$ cat config.mk
export PLATFORM = sky130hd
export DESIGN_NAME = bp_update_queue_flat
export DESIGN_NICKNAME = d
export VERILOG_FILES = /design/src/rtl/bp_update_queue_if.sv /design/src/rtl/bp_update_queue.sv /design/src/flat_wrapper.sv
export SDC_FILE = /design/constraint.sdc
export NUM_CORES = 1
export LEC_CHECK = 0
export CORE_ASPECT_RATIO = 1.75
export CORE_MARGIN = 8
export CORE_UTILIZATION = 45
export DETAILED_ROUTE_END_ITERATION = 8
export PLACE_DENSITY = 0.68
export SLEW_MARGIN = 20
export SYNTH_ARGS = -nofsm -noshare
export SYNTH_HDL_FRONTEND = slang
export SYNTH_SLANG_ARGS = --single-unit
export TNS_END_PERCENT = 50
$ cat constraint.sdc
create_clock -name clock_i -period 3.2 [get_ports clock_i]
set_input_delay 0.48 -clock clock_i [delete_from_list [all_inputs] [get_ports clock_i]]
set_output_delay 0.48 -clock clock_i [all_outputs]
set_load 0.02 [all_outputs]
$ cat src/rtl/bp_update_queue_if.sv
// Branch-predictor update queue bus.
//   slave  : the queue (consumes in_*, pause, flush; drives ready, issue port, stats)
//   master : the resolution side / environment driving the queue
interface bp_update_queue_if #(
  parameter int NUM_REQ = 2,
  parameter int PKT_W   = 26,
  parameter int CNT_W   = 16
);
  logic [NUM_REQ-1:0]       in_valid;
  logic [NUM_REQ*PKT_W-1:0] in_pkt;
  logic [NUM_REQ-1:0]       in_taken;
  logic [NUM_REQ-1:0]       in_mispred;
  logic                     in_ready;
  logic                     pause;
  logic                     flush;
  logic                     out_valid;
  logic [PKT_W-1:0]         out_pkt;
  logic                     out_taken;
  logic                     out_mispred;
  logic                     busy;
  logic [CNT_W-1:0]         stat_updates;
  logic [CNT_W-1:0]         stat_mispreds;
  logic [CNT_W-1:0]         stat_full_cycles;

  modport slave (
    input  in_valid, in_pkt, in_taken, in_mispred, pause, flush,
    output in_ready, out_valid, out_pkt, out_taken, out_mispred, busy,
           stat_updates, stat_mispreds, stat_full_cycles
  );

  modport master (
    output in_valid, in_pkt, in_taken, in_mispred, pause, flush,
    input  in_ready, out_valid, out_pkt, out_taken, out_mispred, busy,
           stat_updates, stat_mispreds, stat_full_cycles
  );
endinterface

$ cat src/rtl/bp_update_queue.sv
// Branch-predictor update queue.
// Gathers up to NUM_REQ resolved-branch updates per cycle into an in-order
// circular FIFO and issues one per cycle to the predictor's update port.
// Ports:
//   clock_i  : clock
//   reset_i  : synchronous active-low reset
//   q        : bp_update_queue_if.slave (inputs, issue port, pause/flush, stats)
module bp_update_queue #(
  parameter int NUM_REQ      = 2,
  parameter int DEPTH        = 8,
  parameter int HISTORY_BITS = 8,
  parameter int PKT_W        = 3*HISTORY_BITS+2,
  parameter int CNT_W        = 16
) (
  input  logic             clock_i,
  input  logic             reset_i,
  bp_update_queue_if.slave q
);
  localparam int PW = $clog2(DEPTH);
  localparam int CW = PW + 1;

  typedef enum logic [1:0] {RUN = 2'd0, PAUSED = 2'd1, FLUSH = 2'd2} state_e;

  state_e                      state_q, state_d;
  logic [PW-1:0]               head_q, tail_q;
  logic [CW-1:0]               count_q, count_d;
  logic [DEPTH-1:0][PKT_W-1:0] pkt_q;
  logic [DEPTH-1:0]            taken_q, mis_q;
  logic [CNT_W-1:0]            upd_q, misp_q, full_q;

  logic                        ready, accept, pop, full_evt;
  logic [CW-1:0]               n_acc, n_push;
  logic [NUM_REQ-1:0][PW-1:0]  wr_idx;

  // Ready only looks at the registered count; a pop in the same cycle is
  // not credited, so the check is a plain threshold.
  assign ready    = (state_q != FLUSH) && (count_q <= CW'(DEPTH - NUM_REQ));
  assign accept   = ready && !q.flush;
  // The predictor consumes every cycle, so issuing is the same as popping.
  assign pop      = (state_q == RUN) && (count_q != '0) && !q.pause && !q.flush;
  assign full_evt = !ready && (|q.in_valid);

  // Compact the valid sources into consecutive slots starting at tail.
  always_comb begin
    n_acc  = '0;
    wr_idx = '0;
    for (int i = 0; i < NUM_REQ; i++) begin
      wr_idx[i] = tail_q + n_acc[PW-1:0];
      if (q.in_valid[i]) n_acc = n_acc + 1'b1;
    end
    n_push  = accept ? n_acc : '0;
    count_d = count_q + n_push - CW'(pop);
  end

  always_comb begin
    state_d = state_q;
    if (q.flush) state_d = FLUSH;
    else         state_d = q.pause ? PAUSED : RUN;
  end

  always_ff @(posedge clock_i) begin
    if (!reset_i) begin
      state_q <= RUN;
      head_q  <= '0;
      tail_q  <= '0;
      count_q <= '0;
      upd_q   <= '0;
      misp_q  <= '0;
      full_q  <= '0;
    end else begin
      state_q <= state_d;
      if (q.flush) begin
        head_q  <= '0;
        tail_q  <= '0;
        count_q <= '0;
      end else begin
        head_q  <= head_q + PW'(pop);
        tail_q  <= tail_q + n_push[PW-1:0];
        count_q <= count_d;
      end
      // Statistics saturate and survive flush.
      if (pop && upd_q != '1)                       upd_q  <= upd_q + 1'b1;
      if (pop && mis_q[head_q] && misp_q != '1)     misp_q <= misp_q + 1'b1;
      if (full_evt && full_q != '1)                 full_q <= full_q + 1'b1;
    end
  end

  // Entry storage carries no reset.
  always_ff @(posedge clock_i) begin
    for (int i = 0; i < NUM_REQ; i++) begin
      if (accept && q.in_valid[i]) begin
        pkt_q[wr_idx[i]]   <= q.in_pkt[i*PKT_W +: PKT_W];
        taken_q[wr_idx[i]] <= q.in_taken[i];
        mis_q[wr_idx[i]]   <= q.in_mispred[i];
      end
    end
  end

  assign q.in_ready         = ready;
  assign q.out_valid        = pop;
  assign q.out_pkt          = pop ? pkt_q[head_q] : '0;
  assign q.out_taken        = pop & taken_q[head_q];
  assign q.out_mispred      = pop & mis_q[head_q];
  assign q.busy             = (count_q != '0);
  assign q.stat_updates     = upd_q;
  assign q.stat_mispreds    = misp_q;
  assign q.stat_full_cycles = full_q;
endmodule
$ cat src/flat_wrapper.sv
// flat-port wrapper written by rule: the top's interface ports become plain ports
module bp_update_queue_flat 
#(
  parameter int NUM_REQ      = 2,
  parameter int DEPTH        = 8,
  parameter int HISTORY_BITS = 8,
  parameter int PKT_W        = 3*HISTORY_BITS+2,
  parameter int CNT_W        = 16
)
  (clock_i, reset_i, q_in_valid, q_in_pkt, q_in_taken, q_in_mispred, q_pause, q_flush, q_in_ready, q_out_valid, q_out_pkt, q_out_taken, q_out_mispred, q_busy, q_stat_updates, q_stat_mispreds, q_stat_full_cycles);
  bp_update_queue_if #(.NUM_REQ(NUM_REQ), .PKT_W(PKT_W), .CNT_W(CNT_W)) q_i ();
  input  logic clock_i;
  input  logic reset_i;
  input wire logic [$bits(q_i.in_valid)-1:0] q_in_valid;
  input wire logic [$bits(q_i.in_pkt)-1:0] q_in_pkt;
  input wire logic [$bits(q_i.in_taken)-1:0] q_in_taken;
  input wire logic [$bits(q_i.in_mispred)-1:0] q_in_mispred;
  input wire logic [$bits(q_i.pause)-1:0] q_pause;
  input wire logic [$bits(q_i.flush)-1:0] q_flush;
  output wire logic [$bits(q_i.in_ready)-1:0] q_in_ready;
  output wire logic [$bits(q_i.out_valid)-1:0] q_out_valid;
  output wire logic [$bits(q_i.out_pkt)-1:0] q_out_pkt;
  output wire logic [$bits(q_i.out_taken)-1:0] q_out_taken;
  output wire logic [$bits(q_i.out_mispred)-1:0] q_out_mispred;
  output wire logic [$bits(q_i.busy)-1:0] q_busy;
  output wire logic [$bits(q_i.stat_updates)-1:0] q_stat_updates;
  output wire logic [$bits(q_i.stat_mispreds)-1:0] q_stat_mispreds;
  output wire logic [$bits(q_i.stat_full_cycles)-1:0] q_stat_full_cycles;
  assign q_i.in_valid = q_in_valid;
  assign q_i.in_pkt = q_in_pkt;
  assign q_i.in_taken = q_in_taken;
  assign q_i.in_mispred = q_in_mispred;
  assign q_i.pause = q_pause;
  assign q_i.flush = q_flush;
  assign q_in_ready = q_i.in_ready;
  assign q_out_valid = q_i.out_valid;
  assign q_out_pkt = q_i.out_pkt;
  assign q_out_taken = q_i.out_taken;
  assign q_out_mispred = q_i.out_mispred;
  assign q_busy = q_i.busy;
  assign q_stat_updates = q_i.stat_updates;
  assign q_stat_mispreds = q_i.stat_mispreds;
  assign q_stat_full_cycles = q_i.stat_full_cycles;
  bp_update_queue #(.NUM_REQ(NUM_REQ), .DEPTH(DEPTH), .HISTORY_BITS(HISTORY_BITS), .PKT_W(PKT_W), .CNT_W(CNT_W)) u_core (.clock_i(clock_i), .reset_i(reset_i), .q(q_i));
endmodule
==> results.toml, run 1 <==
[run_status]
status = "finished, final reports clean"

[synthesis]
syn_nets = 1444
synth_seq_area_share = 0.383
netlist.area_leader.share = 0.383
synth_top_area_cell = "dfxtp_1"
synth_edf_count = 0
ys.flop_type = "dfxtp_1"
synth_common_cells = "284 x dfxtp_1, 165 x mux2_2, 156 x mux2i_1, 118 x nor2_1, 88 x nand2_1"
syn_avg_cell_area_um2 = 10.9
synth_area_leaders = "dfxtp_1 38%, mux2_2 13%, mux2i_1 11%, mux4_2 8.2%, mux2_4 6.1%"
postSynthCellCount = 1363
ys_seq_elements = 284
ys_async_sr_fraction = 0
netlist_area_um2 = 14800
synth.most_common_cell = "dfxtp_1"
ys_warn_count = 0
synthDistinctLibCells = 59

[timing]
clock.fmax_ghz = 0.322
finalClockSkew_ps = 6.16
hold_viol = 0
post-route-period-util = 0.971
slew_viol_final = 0
fin_crit_ps = 3110
setup_ws_ps = 93.1
setup_violations = 0
max_slew.worst_pin.slew_ps = 668
rsz0062_at_grt = "true"
slew_headroom = 0.554

[cts]
clock-sinks = 284
hold_buffers = 0
clockRootBuffer = "clkbuf_16"
cts_tree = "yes"
clockBufferDepth = 3
htree_levels = 1
clk_pin_slew_ps = 60
clk_latency_ps = 550
cts-buffers-inserted = 27

[finish]
fin_util = 0.540
drive_gt1_frac = 0.258
area_delta_synth_final_pct = 19.1
nets = 1568

[setup_path]
crit_arrival_ps = 2630
timing.rr.start = "u_core.count_q[3]"
r2r_cells = 8
critPathLaunch = "u_core.count_q[3]"
cp.required_ps = 2720
crit_path_max_fanout = 10
worstSetupEndpointType = "output port"
rrSetupSlack_ps = 570
r2r-end = "u_core.pkt_q[159]"
critPathCapture = "q_in_ready"
crit_type = "reg -> out"
cp-start-kind = "register"

[min_path]
hp-start = "u_core.q.stat_updates[15]"
min_path_cells = 2
hold_class = "reg -> reg"

[pwr]
vdd.ir_drop.worst_v = 0.000436
p_total_w = 0.00907
power.density_nw_per_um2 = 513
p_leak_nw = 6.46

[route]
post_drt_wl_per_cell_um = 20.7
drt_first_pass_iters = 5
routed_via_density = 5.75
wirelength_mm = 39.4
drtIter0Drc = 613
num_vias = 11000
drc = 0
antenna_left = 0

[floorplanning]
die_area_um2 = 39300
initial_core_util = 0.454
core.rowCount = 88
core_area_um2 = 32700
pin_count = 141
die_w_um = 153
die_y_um = 256

[grt]
grt_start_max_net_pins = 57
grt_antenna_before_repair = 1
grt-ovfl-total = 0
grt_pass1_wl_mm = 62.7
first_global_vias = 11400
track_usage = 0.197

[flow_run]
drv_cap = 0

[place]
gp_congestion = 0.771
dp_hpwl_mm = 24.9
place_ws_ps = 256
portBuffers = 140
==> state kept, by name (all words and copies together), names as in the netlist <==
signal	flops
u_core.pkt_q	208
u_core.tail_q	3
u_core.q.stat_full_cycles	16
u_core.q.stat_mispreds	16
u_core.taken_q	8
u_core.head_q	3
u_core.mis_q	8
u_core.count_q	4
u_core.state_q	2
u_core.q.stat_updates	16
==> metrics by stage <==
stage          cell area (um^2)  hold WS, ps  TNS, ps  std cells
2_1_floorplan             14800          495        0       1363
3_3_place_gp              16800          470        0       1859
3_5_place_dp              16800          496        0       1859
4_1_cts                   17600          500        0       1905
5_1_grt                   17700          514    -25.5       1906
6_report                  17700          495        0       1906
==> critical path, cell delays in order (launching register included) <==
cell             delay, ps
dfxtp_1                350
inv_1                   70
ha_1                   230
and3_4                 220
nor3_4                 480
clkdlybuf4s50_1        730
==> layer usage <==
layer | GRT usage | routed length [um]
met5 | 0 | 0
met4 | 0.0723 | 973
met3 | 0.0283 | 1750
met2 | 0.368 | 20800
met1 | 0.221 | 15900
==> how the worst min path moves through the flow <==
stage,end,slack [ps]
2_1_floorplan,u_core.pkt_q[181],500
3_3_place_gp,u_core.q.stat_updates[15],470
3_5_place_dp,u_core.q.stat_full_cycles[7],500
4_1_cts,u_core.q.stat_updates[15],500
5_1_grt,u_core.state_q[0],510
6_report,u_core.q.stat_updates[15],490
==> logic make-up after synthesis <==
| group | count (synthesis) | synth area share |
|---|---|---|
| simple gates | 332 | 0.111 |
| xor+xnor | 21 | 0.0124 |
| fa+ha+maj | 19 | 0.0170 |
| flops | 284 | 0.383 |
| mux | 435 | 0.373 |
| buf+inv | 106 | 0.0396 |
| compound gates | 166 | 0.0633 |
==> placed cells by master (no fill, tap or decap), types with 5 or more instances in the layout <==
cell,netlist,layout
nor4_1,7,5
and2_1,9,9
o31ai_1,9,9
clkbuf_1,30,7
nand2b_1,15,15
mux2i_1,156,155
mux2_2,165,165
or3_1,9,7
clkdlybuf4s50_1,0,137
buf_4,13,15
o21ai_0,63,63
mux2_4,60,60
nor3_1,5,5
a21oi_1,73,73
xor2_1,9,9
nand4_1,16,16
nand3_1,21,21
clkbuf_16,0,28
buf_12,0,22
and3_1,12,8
ha_1,17,17
nor2_1,118,118
dfxtp_1,284,281
inv_1,21,21
nand2_1,88,87
mux4_2,54,54
or4_1,9,9
xnor2_1,12,12
==> layout make-up <==
class | count | area, um^2
antenna | 1 | 2.50
clock buffer | 38 | 768
clock inverter | 4 | 26.3
fill | 2843 | 15000
inverter | 23 | 86.3
multi-input combinational | 973 | 8600
sequential | 284 | 5690
tap | 405 | 507
timing repair buffer | 178 | 1980
==> repair_timing <==
item | in CTS | in global routing
resized for setup | 0 | 4
pin swaps | 1 | 0
buffers inserted | 4 | 0
endpoints found under the setup margin | 26 | 5
==> power by group <==
group | internal [W] | switching [W] | leakage, nW | total [W]
combinational | 0.00103 | 0.000654 | 3.75 | 0.00168
clock | 0.00165 | 0.00137 | 0.387 | 0.00302
sequential | 0.00409 | 0.000279 | 2.33 | 0.00436
total | 0.00677 | 0.00230 | 6.46 | 0.00907
No activity file was read; power rests on OpenSTA's default activity.
==> run 2: changes to the inputs <==
--- a/config.mk
+++ b/config.mk
@@ -6,7 +6,6 @@
 export NUM_CORES = 1
 export LEC_CHECK = 0
 export CORE_ASPECT_RATIO = 1.75
-export CORE_MARGIN = 8
 export CORE_UTILIZATION = 45
 export DETAILED_ROUTE_END_ITERATION = 8
 export PLACE_DENSITY = 0.68
==> results.toml, run 2 (same netlist as run 1, synthesis figures left out) <==
[finish]
area_delta_synth_final_pct = 20.2
final_area_um2 = 17800
drive_gt1_frac = 0.269
final_cell_mix = "281 x dfxtp_1, 165 x mux2_2, 156 x mux2i_1, 136 x clkdlybuf4s50_1, 118 x nor2_1"
fin_util = 0.552
n_antenna_cell = 0
nets = 1580
largest_reg_flops = 208
layout_commonest_cell = "dfxtp_1"

[timing]
hold_viol = 0
finalClockSkew_ps = 14.5
clock.fmax_ghz = 0.322
max_slew.worst_pin.slew_ps = 708
fin_crit_ps = 3110
tns_ps = 0
slew_headroom = 0.528
slew_viol_final = 0
post-route-period-util = 0.971
setup_violations = 0
rsz0062_at_grt = "true"

[floorplanning]
die_w_um = 139
initial_core_util = 0.459
core_area_um2 = 32300
pin_count = 141
die_area_um2 = 33700
die_y_um = 242
core.rowCount = 87

[run_status]
violations = "design-rule violations"
status = "finished, violations left"

[place]
placed_area_um2 = 16800
gp_congestion = 0.822
dp_hpwl_mm = 24.8
portBuffers = 140

[grt]
grt_pass1_wl_mm = 61.7
grt_antenna_before_repair = 0
grt-ovfl-total = 0
grt_start_max_net_pins = 57
track_usage = 0.231
first_global_vias = 11200

[cts]
clk_latency_ps = 570
clock-sinks = 284
htree_levels = 1
clockRootBuffer = "clkbuf_16"
cts_tree = "yes"
clk_pin_slew_ps = 70
clockBufferDepth = 3
cts-buffers-inserted = 28
hold_buffers = 0

[pwr]
p_leak_nw = 6.59
p_int_w = 0.00703
p_total_w = 0.00942
power.share.switching = 0.254
clkPwrFrac = 0.359
seq_power_share = 0.463
combPwrFrac = 0.178
power.switching_w = 0.00239
vdd.ir_drop.worst_v = 0.000409
power.density_nw_per_um2 = 528

[setup_path]
r2r_cells = 9
cp.required_ps = 2720
crit_path_max_fanout = 27
worstSetupEndpointType = "output port"
crit_arrival_ps = 2630
cp-start-kind = "register"
crit_type = "reg -> out"
rrSetupSlack_ps = 480
r2r-end = "u_core.pkt_q[30]"
timing.rr.start = "u_core.count_q[3]"

[route]
drt_first_pass_iters = 8
wirelength_mm = 38.9
antenna_left = 0
routed_via_density = 5.73
drc = 18
drtIter0Drc = 550
post_drt_wl_per_cell_um = 20.3
num_vias = 11000

[min_path]
min_path_cells = 2
hold_end = "u_core.q.stat_updates[15]"
hp-start = "u_core.q.stat_updates[15]"
hold_class = "reg -> reg"

[flow_run]
drv_cap = 0
==> run 2: cell types whose count changed in the layout (fill, tap and decap cells not counted), sizes merged <==
cell           previous run  this run
buf                      38        49
bufinv                    0         1
clkdlybuf4s50           137       136
clkinvlp                  1         0
clkbuf                   38        39
clkinv                    2         8
dlymetal6s2s              3         4
diode                     1         0
==> run 2: how the worst max path moves through the flow <==
stage	startpoint	cells after the start	end	slack (ps)
detailed placement	q_in_valid[0]	8	u_core.pkt_q[5]	230
global placement	q_in_valid[0]	8	u_core.pkt_q[106]	290
CTS	u_core.count_q[3]	5	q_in_ready	20
floorplan	u_core.count_q[2]	11	u_core.count_q[2]	540
finish	u_core.count_q[3]	7	q_out_pkt[19]	90
global route	u_core.count_q[2]	7	q_out_pkt[21]	-0.2
==> run 2: power by group through the flow <==
stage	sequential (W)	clock, W	combinational, W
after floorplan	0.00434	0	0.00124
after global placement	0.00440	0	0.00161
after detailed placement	0.00443	0	0.00167
after CTS	0.00435	0.00344	0.00169
after global routing	0.00442	0.00358	0.00183
final	0.00436	0.00338	0.00168
==> run 2: repair_timing <==
action / CTS / global route
gates resized for setup: 1 / 5
setup buffers: 4 / 1
pin swaps: 0 / 1
setup endpoints to repair: 27 / 21
==> run 2: final cells by class <==
cell class                 instances  area [um^2]
fill                            2781        14500
sequential                       284         5690
clock inverter                    10         90.1
inverter                          23         86.3
clock buffer                      39          843
multi-input combinational        973         8600
tap                              400          500
timing repair buffer             189         2020
==> run 2: critical path: stages (launching register included) <==
cell and delay, ps:
dfxtp_1 340, inv_1 80, ha_1 140, or3b_2 500, nand2_2 130, buf_8 230
nor2_1 80, clkdlybuf4s50_1 540
==> run 2: metrics by stage <==
stage	hold WS, ps	worst slack [ps]	cells
floorplan	495	536	1363
global placement	468	295	1864
detailed placement	487	227	1864
CTS	497	17.3	1917
global route	527	-0.195	1918
finish	495	91.7	1918
==> run 2: layer usage <==
metal  vias up  global-route usage  share of wire
met1      5415               0.270           0.41
li1       5219                   -              -
met3        63              0.0273          0.040
met4         0              0.0879          0.027
met2       295               0.424           0.52
met5         -                   0              0
==> run 3: changes to the inputs <==
--- a/config.mk
+++ b/config.mk
@@ -5,6 +5,7 @@
 export SDC_FILE = /design/constraint.sdc
 export NUM_CORES = 1
 export LEC_CHECK = 0
+export CAP_MARGIN = 0
 export CORE_ASPECT_RATIO = 1.75
 export CORE_UTILIZATION = 45
 export DETAILED_ROUTE_END_ITERATION = 8
==> results of run 3 <==
No change in the layout: final DEF, timing and power equal those of run 2.
